--- src/rtl/dmem_arbiter.sv ---
// Two-port (CPU/debug) arbiter and sequencer for a level-sensitive 1000-word data memory.
// Latency: 2 cycles from acceptance in IDLE to the ack pulse; one transaction per 3 cycles.
// Backpressure: requesters hold req and fields stable until ack; a req seen while busy waits for IDLE.
//
// Ports: c_* / d_* request ports (req, we, addr, wdata in; ack, rdata, err out),
//        mem_w/mem_r/mem_in/mem_waddr drive the memory, mem_out returns its read data,
//        busy is high whenever the sequencer is not in IDLE.
// Optional feature macro: DMEM_ARB_RR_EN selects round-robin tie-breaking
// (undefined: fixed priority, CPU wins ties).
module dmem_arbiter #(
    parameter int DEPTH = 1000,
    parameter int DW    = 16
) (
    input  logic          clk,
    input  logic          rst_n,
    input  logic          c_req,
    input  logic          c_we,
    input  logic [DW-1:0] c_addr,
    input  logic [DW-1:0] c_wdata,
    output logic          c_ack,
    output logic [DW-1:0] c_rdata,
    output logic          c_err,
    input  logic          d_req,
    input  logic          d_we,
    input  logic [DW-1:0] d_addr,
    input  logic [DW-1:0] d_wdata,
    output logic          d_ack,
    output logic [DW-1:0] d_rdata,
    output logic          d_err,
    output logic          mem_w,
    output logic          mem_r,
    output logic [DW-1:0] mem_in,
    output logic [DW-1:0] mem_waddr,
    input  logic [DW-1:0] mem_out,
    output logic          busy
);

    localparam logic [1:0] S_IDLE   = 2'd0;
    localparam logic [1:0] S_ACCESS = 2'd1;
    localparam logic [1:0] S_RESP   = 2'd2;

    localparam logic [DW-1:0] DEPTH_W = DW'(DEPTH);

    logic [1:0]    state;
    logic          own_d;      // 1 = debug port owns the current transaction
    logic          lat_we;
    logic          lat_err;

    logic          any_req;
    logic          grant_d;
    logic          win_we;
    logic [DW-1:0] win_addr;
    logic [DW-1:0] win_wdata;
    logic          win_ok;
    logic [DW-1:0] resp_data;

    assign any_req = c_req | d_req;

`ifdef DMEM_ARB_RR_EN
    // Remembers who was granted last; on a tie the other port wins.
    logic last_d;

    assign grant_d = d_req & (~c_req | ~last_d);

    always_ff @(posedge clk or negedge rst_n) begin
        if (!rst_n) begin
            last_d <= 1'b1;
        end else if (state == S_IDLE && any_req) begin
            last_d <= grant_d;
        end
    end
`else
    assign grant_d = d_req & ~c_req;
`endif

    assign win_we    = grant_d ? d_we    : c_we;
    assign win_addr  = grant_d ? d_addr  : c_addr;
    assign win_wdata = grant_d ? d_wdata : c_wdata;
    // Full-width compare: high address bits must not alias into the array.
    assign win_ok    = (win_addr < DEPTH_W);

    // Read data is only returned for in-range loads; stores and errors return 0.
    assign resp_data = (!lat_we && !lat_err) ? mem_out : '0;

    always_ff @(posedge clk or negedge rst_n) begin
        if (!rst_n) begin
            state     <= S_IDLE;
            own_d     <= 1'b0;
            lat_we    <= 1'b0;
            lat_err   <= 1'b0;
            busy      <= 1'b0;
            mem_w     <= 1'b0;
            mem_r     <= 1'b0;
            mem_in    <= '0;
            mem_waddr <= '0;
            c_ack     <= 1'b0;
            d_ack     <= 1'b0;
            c_err     <= 1'b0;
            d_err     <= 1'b0;
            c_rdata   <= '0;
            d_rdata   <= '0;
        end else begin
            case (state)
                S_IDLE: begin
                    if (any_req) begin
                        state   <= S_ACCESS;
                        busy    <= 1'b1;
                        own_d   <= grant_d;
                        lat_we  <= win_we;
                        lat_err <= ~win_ok;
                        // Strobes and pins are loaded here so they are registered
                        // and valid for exactly the ACCESS cycle.
                        mem_w     <= win_we & win_ok;
                        mem_r     <= ~win_we & win_ok;
                        mem_waddr <= (win_we && win_ok) ? win_addr : '0;
                        mem_in    <= !win_ok ? '0 : (win_we ? win_wdata : win_addr);
                    end
                end
                S_ACCESS: begin
                    state     <= S_RESP;
                    mem_w     <= 1'b0;
                    mem_r     <= 1'b0;
                    mem_in    <= '0;
                    mem_waddr <= '0;
                    c_ack     <= ~own_d;
                    d_ack     <= own_d;
                    c_err     <= ~own_d & lat_err;
                    d_err     <= own_d & lat_err;
                    c_rdata   <= own_d ? '0 : resp_data;
                    d_rdata   <= own_d ? resp_data : '0;
                end
                S_RESP: begin
                    state   <= S_IDLE;
                    busy    <= 1'b0;
                    c_ack   <= 1'b0;
                    d_ack   <= 1'b0;
                    c_err   <= 1'b0;
                    d_err   <= 1'b0;
                    c_rdata <= '0;
                    d_rdata <= '0;
                end
                default: begin
                    state <= S_IDLE;
                    busy  <= 1'b0;
                end
            endcase
        end
    end

endmodule

--- config.mk ---
export PLATFORM = sky130hd
export DESIGN_NAME = dmem_arbiter
export DESIGN_NICKNAME = d
export VERILOG_FILES = /design/src/rtl/dmem_arbiter.sv
export SDC_FILE = /design/constraint.sdc
export NUM_CORES = 1
export LEC_CHECK = 0
export CAP_MARGIN = 10
export CORE_MARGIN = 5
export CORE_UTILIZATION = 40
export DETAILED_ROUTE_END_ITERATION = 10
export MAX_ROUTING_LAYER = met4
export PLACE_DENSITY = 0.89
export SETUP_SLACK_MARGIN = 0.3
export SYNTH_ARGS = -nofsm -noshare
export SYNTH_HDL_FRONTEND = slang
export SYNTH_SLANG_ARGS = --single-unit
--- constraint.sdc ---
create_clock -name clk -period 3.1 [get_ports clk]
set_input_delay 0.62 -clock clk [delete_from_list [all_inputs] [get_ports clk]]
set_output_delay 0.62 -clock clk [all_outputs]
set_load 0.05 [all_outputs]
==> results of run 1 <==
where the power goes:
part	leakage (nW)	internal [W]	switching [W]	total, W
sequential	1.04	0.00121	0.000126	0.00134
combinational	1.09	0.000666	0.00139	0.00205
clock	0.0877	0.000374	0.000370	0.000744
through the flow:
step	hold WS [ps]	area [µm²]	power (W)	utilization, %
floorplan	324.4	3342	0.002690	-
finish	419.9	5202	0.004138	63.64
global placement	455.3	5001	0.003368	61.17
global route	493.3	5202	0.004372	63.64
detailed placement	469.9	5001	0.003423	61.17
CTS	441.1	5202	0.004169	63.64
routing by layer:
metal / track usage [%] / part of all wire [%]
met4: 6.339 / 1.2
met1: 25.32 / 42
met5: - / 0
met2: 32.70 / 48
met3: 5.303 / 9.1
synth_stat cells:
master,count,area (µm²)
a22o_1,2,17.52
o21ai_1,6,30.03
a211oi_1,1,7.510
inv_1,40,150.1
nor2b_1,1,6.260
or3b_2,1,8.760
nand3b_1,1,7.510
a32o_1,7,70.07
nor2_1,5,18.77
nor4_1,2,12.51
ha_1,3,37.54
clkbuf_1,13,48.80
a21oi_1,2,10.01
nand3_2,1,10.01
o21ai_2,4,35.03
o21ai_0,17,85.08
buf_6,2,22.52
and2_1,6,37.54
nor3_1,2,10.01
nand4_1,2,12.51
mux2i_1,16,160.2
nand2_1,63,236.5
buf_1,3,11.26
nand2b_1,2,12.51
nand3_1,1,5.000
a21boi_0,1,7.510
buf_4,2,15.01
dfrtp_1,76,1902
o22ai_1,35,219.0
o22a_1,1,8.760
a2111oi_4,1,27.53
nand2_4,1,11.26
a32oi_1,10,87.58
how the worst max path moves through the flow:
| stage | from | endpoint |
|---|---|---|
| 6_report | d_addr[13] | mem_waddr[8] |
| 4_1_cts | d_addr[13] | mem_in[1] |
| 2_1_floorplan | d_addr[13] | mem_in[13] |
| 3_5_place_dp | d_addr[13] | mem_waddr[9] |
| 3_3_place_gp | d_addr[13] | mem_in[2] |
| 5_1_grt | d_addr[13] | mem_in[1] |
registers in the layout, indices dropped and copies added (netlist names):
register,flops
c_rdata,16
d_rdata,16
mem_in,16
mem_waddr,16
state,2
busy,1
c_ack,1
c_err,1
d_ack,1
d_err,1
lat_err,1
lat_we,1
mem_r,1
mem_w,1
own_d,1
area by class of cell:
class / count / area share (%)
multi-input cells: 194 / 23.04
well taps: 105 / 2.525
inverters: 40 / 2.886
flip-flops and latches: 76 / 36.56
clock buffers: 9 / 2.381
clock inverters: 7 / 1.491
repair buffers: 164 / 31.12
cells in the final DEF (no fill, tap or decap), types with 3 or more instances in the layout:
cell	Yosys	layout
a32oi_1	10	10
ha_1	3	3
nor2_1	5	5
mux2i_1	16	16
clkbuf_8	0	9
o22ai_1	35	35
buf_4	2	9
and2_1	6	6
dfrtp_1	76	76
clkinvlp_4	0	4
inv_1	40	40
o21ai_0	17	17
clkdlybuf4s50_1	0	155
o21ai_2	4	5
o21ai_1	6	5
a32o_1	7	7
nand2_1	63	63
cells by family after synthesis:
kind of cell / Yosys count / share of synthesized area (%)
flops: 76 / 56.91
fa+ha+maj: 3 / 1.123
buf+inv: 60 / 7.413
simple gates: 88 / 11.64
mux: 16 / 4.792
compound gates: 87 / 18.12
==> impl_metrics.ini, run 1 <==
[cts]
clock_sinks = 76
h-tree-depth = 3
insertion_delay_ps = 340
cts_resized = 0
post-cts-setup-buffer-count = 0
ctsHoldBuffers = 0
clk_pin_slew_ps = 80
clock_path_buffers = 2
cts-root-buf = clkbuf_8
cts_tree = done
numCtsBuffers = 9

[global_routing]
grt_usage_pct = 20.38
antenna_found_initial = 0
grt_pass1_wl_um = 15730
grt-ovfl-total = 0
grt_pass1_vias = 3155
grt_max_degree = 77

[critical_path]
crit_fanout = 19
crit_family = simple AND/OR/NAND/NOR gates
slowest_delay_ps = 470
r2r-end = d_rdata[11]
ff2ff_path_depth = 5
path_depth = 7
cp-start-kind = primary input
r2r_slack_ps = 930
r2r-start = state[0]
cp.required_ps = 3350
crit_chain = clkdlybuf4s50_1, nor4_1, nand3_2, a2111oi_4, buf_4, nand2_4, o21ai_0
critPathKind = in2reg
worstSetupEndpointType = flop
cp.arrival_ps = 2750
crit_buf_inv = 2
cp_slowest_cell = nor4_1

[cells_and_area]
final_layout_size_suffix_gt1_share_pct = 7.143
ff_latch_area_um2 = 1902
final_nets = 574
syn2layout_area_growth_pct = 55.67
diodes = 0
fin_cells = 595
fillCellCount = 653
multiInputGateArea_um2 = 1199

[sta]
setup_viol = 0
final_hold_viol_count = 0
slew_headroom_pct = 25.78
worst_slack_ps = 606.6
finalClockSkew_ps = 9.609
rsz0062_at_grt = no
slew_viol_final = 0
fin_tns_setup_ps = 0
timing.fmax_mhz = 401.1
finalCritPeriodShare_pct = 80.43
period_needed_ps = 2493
tightest_slew_ps = 1109

[status]
status = completed

[synthesis]
synth_nets = 419
syn_inst = 330
yosys_warnings = 0
yosys_register_bits = 76
synthDistinctLibCells = 33
yosysSeqAreaShare_pct = 56.91
netlist_area_um2 = 3342
synth_area_per_cell_um2 = 10.13

[route]
drc_errors = 0
antenna_left = 0
initialDrtViolationCount = 102
vias = 3032
firstDrtPassIters = 4
drt-total-wl_um = 9953
avgViaCountPerCell = 5.096
wl_per_cell_um = 16.73

[floorplanning]
dieArea_um2 = 10280
core-area_um2 = 8175
start_util_pct = 40.88
die_y_um = 101.4
die_width_um = 101.4
num_io_pins = 157
num_rows = 33

[power_and_ir_drop]
powerDensity_nw_per_um2 = 795.4
peakVddDrop_mv = 0.3511
p_leak_nw = 2.218

[worst_hold_path]
hold_class = in2async

[place]
place_inst = 579
routabilityCongestion = 0.8560
dp_worst_setup_slack_ps = 237.9
io_buffer_count = 156
dpl.hpwl_um = 7648

[job]
max_cap_violations = 0
Power figures use the tool's default switching activity.
==> inputs of run 2 (changes only) <==
Settings changed: CORE_UTILIZATION 40 to 37, PLACE_DENSITY 0.89 to 0.87.
Clock period 3.1 ns to 2.03 ns, I/O delays scaled along.
==> run 2 against run 1 <==
Net effect: global-route usage down 0.34 points; clock skew up 0.74 ps; sequential share of layout area down 2.2 points; sequential power up 53%; die area up 7.3%; register-to-register slack worse by 530 ps; critical endpoint is now mem_in[5]; largest power group unchanged.
==> impl_metrics.ini, run 2 (synthesized netlist as in run 1, its figures left out) <==
[sta]
fin_tns_setup_ps = 0
timing.hold.ws_ps = 3.967
rsz0062_at_grt = yes
slew_viol_final = 0
final_hold_viol_count = 0
timing.fmax_mhz = 588.4
period_needed_ps = 1699
slew_headroom_pct = 63.60
finalClockSkew_ps = 10.35
finalCritPeriodShare_pct = 83.71
setup_viol = 0
tightest_slew_ps = 548.2

[place]
io_buffer_count = 156
dpl.hpwl_um = 8074
routabilityCongestion = 0.8459

[critical_path]
r2r_slack_ps = 400
cp-start-kind = primary input
r2r-start = state[1]
worstSetupEndpointType = flop
critPathKind = in2reg
ff2ff_path_depth = 9
cp.required_ps = 2300
r2r-end = mem_in[9]
cp.arrival_ps = 1970
crit_fanout = 5

[status]
status = completed

[cells_and_area]
syn2layout_area_growth_pct = 65.82
utilization_pct = 63.24
fillCellCount = 733
final_nets = 600
diodes = 0
layout_common_cells = dlygate4sd2_1, dfrtp_1, nand2_1
layout_commonest_cell = dlygate4sd2_1
final_layout_size_suffix_gt1_share_pct = 17.25

[global_routing]
grt-ovfl-total = 0
grt_pass1_wl_um = 17310
antenna_found_initial = 0
grt_max_degree = 43
grt_pass1_vias = 3487
grt_usage_pct = 20.04

[cts]
ctsHoldBuffers = 0
clk_pin_slew_ps = 80
h-tree-depth = 3
clock_path_buffers = 2
cts-root-buf = clkbuf_8
numCtsBuffers = 9
clock_sinks = 76
insertion_delay_ps = 340
cts_tree = done

[route]
vias = 3187
drc_errors = 0
antenna_left = 0
drt-total-wl_um = 10870
firstDrtPassIters = 4
wl_per_cell_um = 17.41
avgViaCountPerCell = 5.107
initialDrtViolationCount = 81

[floorplanning]
num_io_pins = 157
core-area_um2 = 8763
start_util_pct = 38.14
dieArea_um2 = 11030
num_rows = 34
die_y_um = 105.0
die_width_um = 105.0

[job]
max_cap_violations = 0

[power_and_ir_drop]
peakVddDrop_mv = 0.7567
p_leak_nw = 2.812
powerDensity_nw_per_um2 = 1154

[worst_hold_path]
hold_class = in2async
-- run 2: changes by cell type in the layout (fill, tap and decap cells not counted), sizes merged, moves of 3 or more --
cell / delta
clkdlybuf4s50: -99
buf: +26
clkinvlp: -3
dlymetal6s2s: +5
clkbuf: +6
dlygate4sd2: +80
clkdlybuf4s15: +7
-- run 2: final cells by class --
class,instances,area [µm²],area share (%)
sequential,76,1902,34.32
timing repair buffer,188,1779,32.11
multi-input combinational,196,1383,24.95
inverter,40,150.1,2.709
tap,108,135.1,2.438
clock buffer,10,127.6,2.303
clock inverter,6,65.06,1.174
-- run 2: metrics by stage --
stage / worst slack, ps / instance area (µm²) / instances / total power, W
after floorplan: 159.2 / 3357 / 330 / 0.004105
after global placement: -244.2 / 5157 / 596 / 0.005251
after detailed placement: -333.8 / 5157 / 596 / 0.005364
after CTS: 268.9 / 5461 / 620 / 0.006333
after global routing: 249.2 / 5542 / 624 / 0.006739
final: 330.6 / 5542 / 624 / 0.006396
-- run 2: worst max-delay path by stage --
stage,cells past startpoint,slack [ps],start,endpoint
after global placement,7,-240,d_addr[10],mem_waddr[7]
after floorplan,6,160,d_addr[10],mem_in[13]
after global routing,8,250,c_req,mem_in[2]
after detailed placement,7,-330,d_addr[10],mem_in[2]
final,9,330,c_req,mem_in[5]
after CTS,4,270,state[0],c_rdata[5]
-- run 2: report_power, final --
part / switching (W) / leakage [nW] / internal [W]
sequential: 0.000193 / 1.04 / 0.00185
combinational: 0.00222 / 1.68 / 0.000994
clock: 0.000564 / 0.0962 / 0.000568
total: 0.00298 / 2.81 / 0.00342
-- run 2: critical path: stages --
cell             delay [ps]
clkdlybuf4s15_1         270
nand2b_4                190
nand3_1                 140
a2111oi_4               380
buf_6                   190
buf_12                  110
buf_16                  100
a32oi_2                  90
o21ai_1                  90
-- run 2: layer usage --
metal	track usage (%)	vias up	part of all wire, %
met3	6.289	12	8.3
met4	6.210	0	0.98
li1	-	1507	-
met5	-	-	0
met1	23.27	1515	42
met2	33.18	153	49
-- run 2: repair_timing --
action	4_1_cts	5_1_grt
buffers inserted	4	4
pin swaps	17	11
cloned	4	0
setup endpoints to repair	97	70
gates resized for setup	125	32
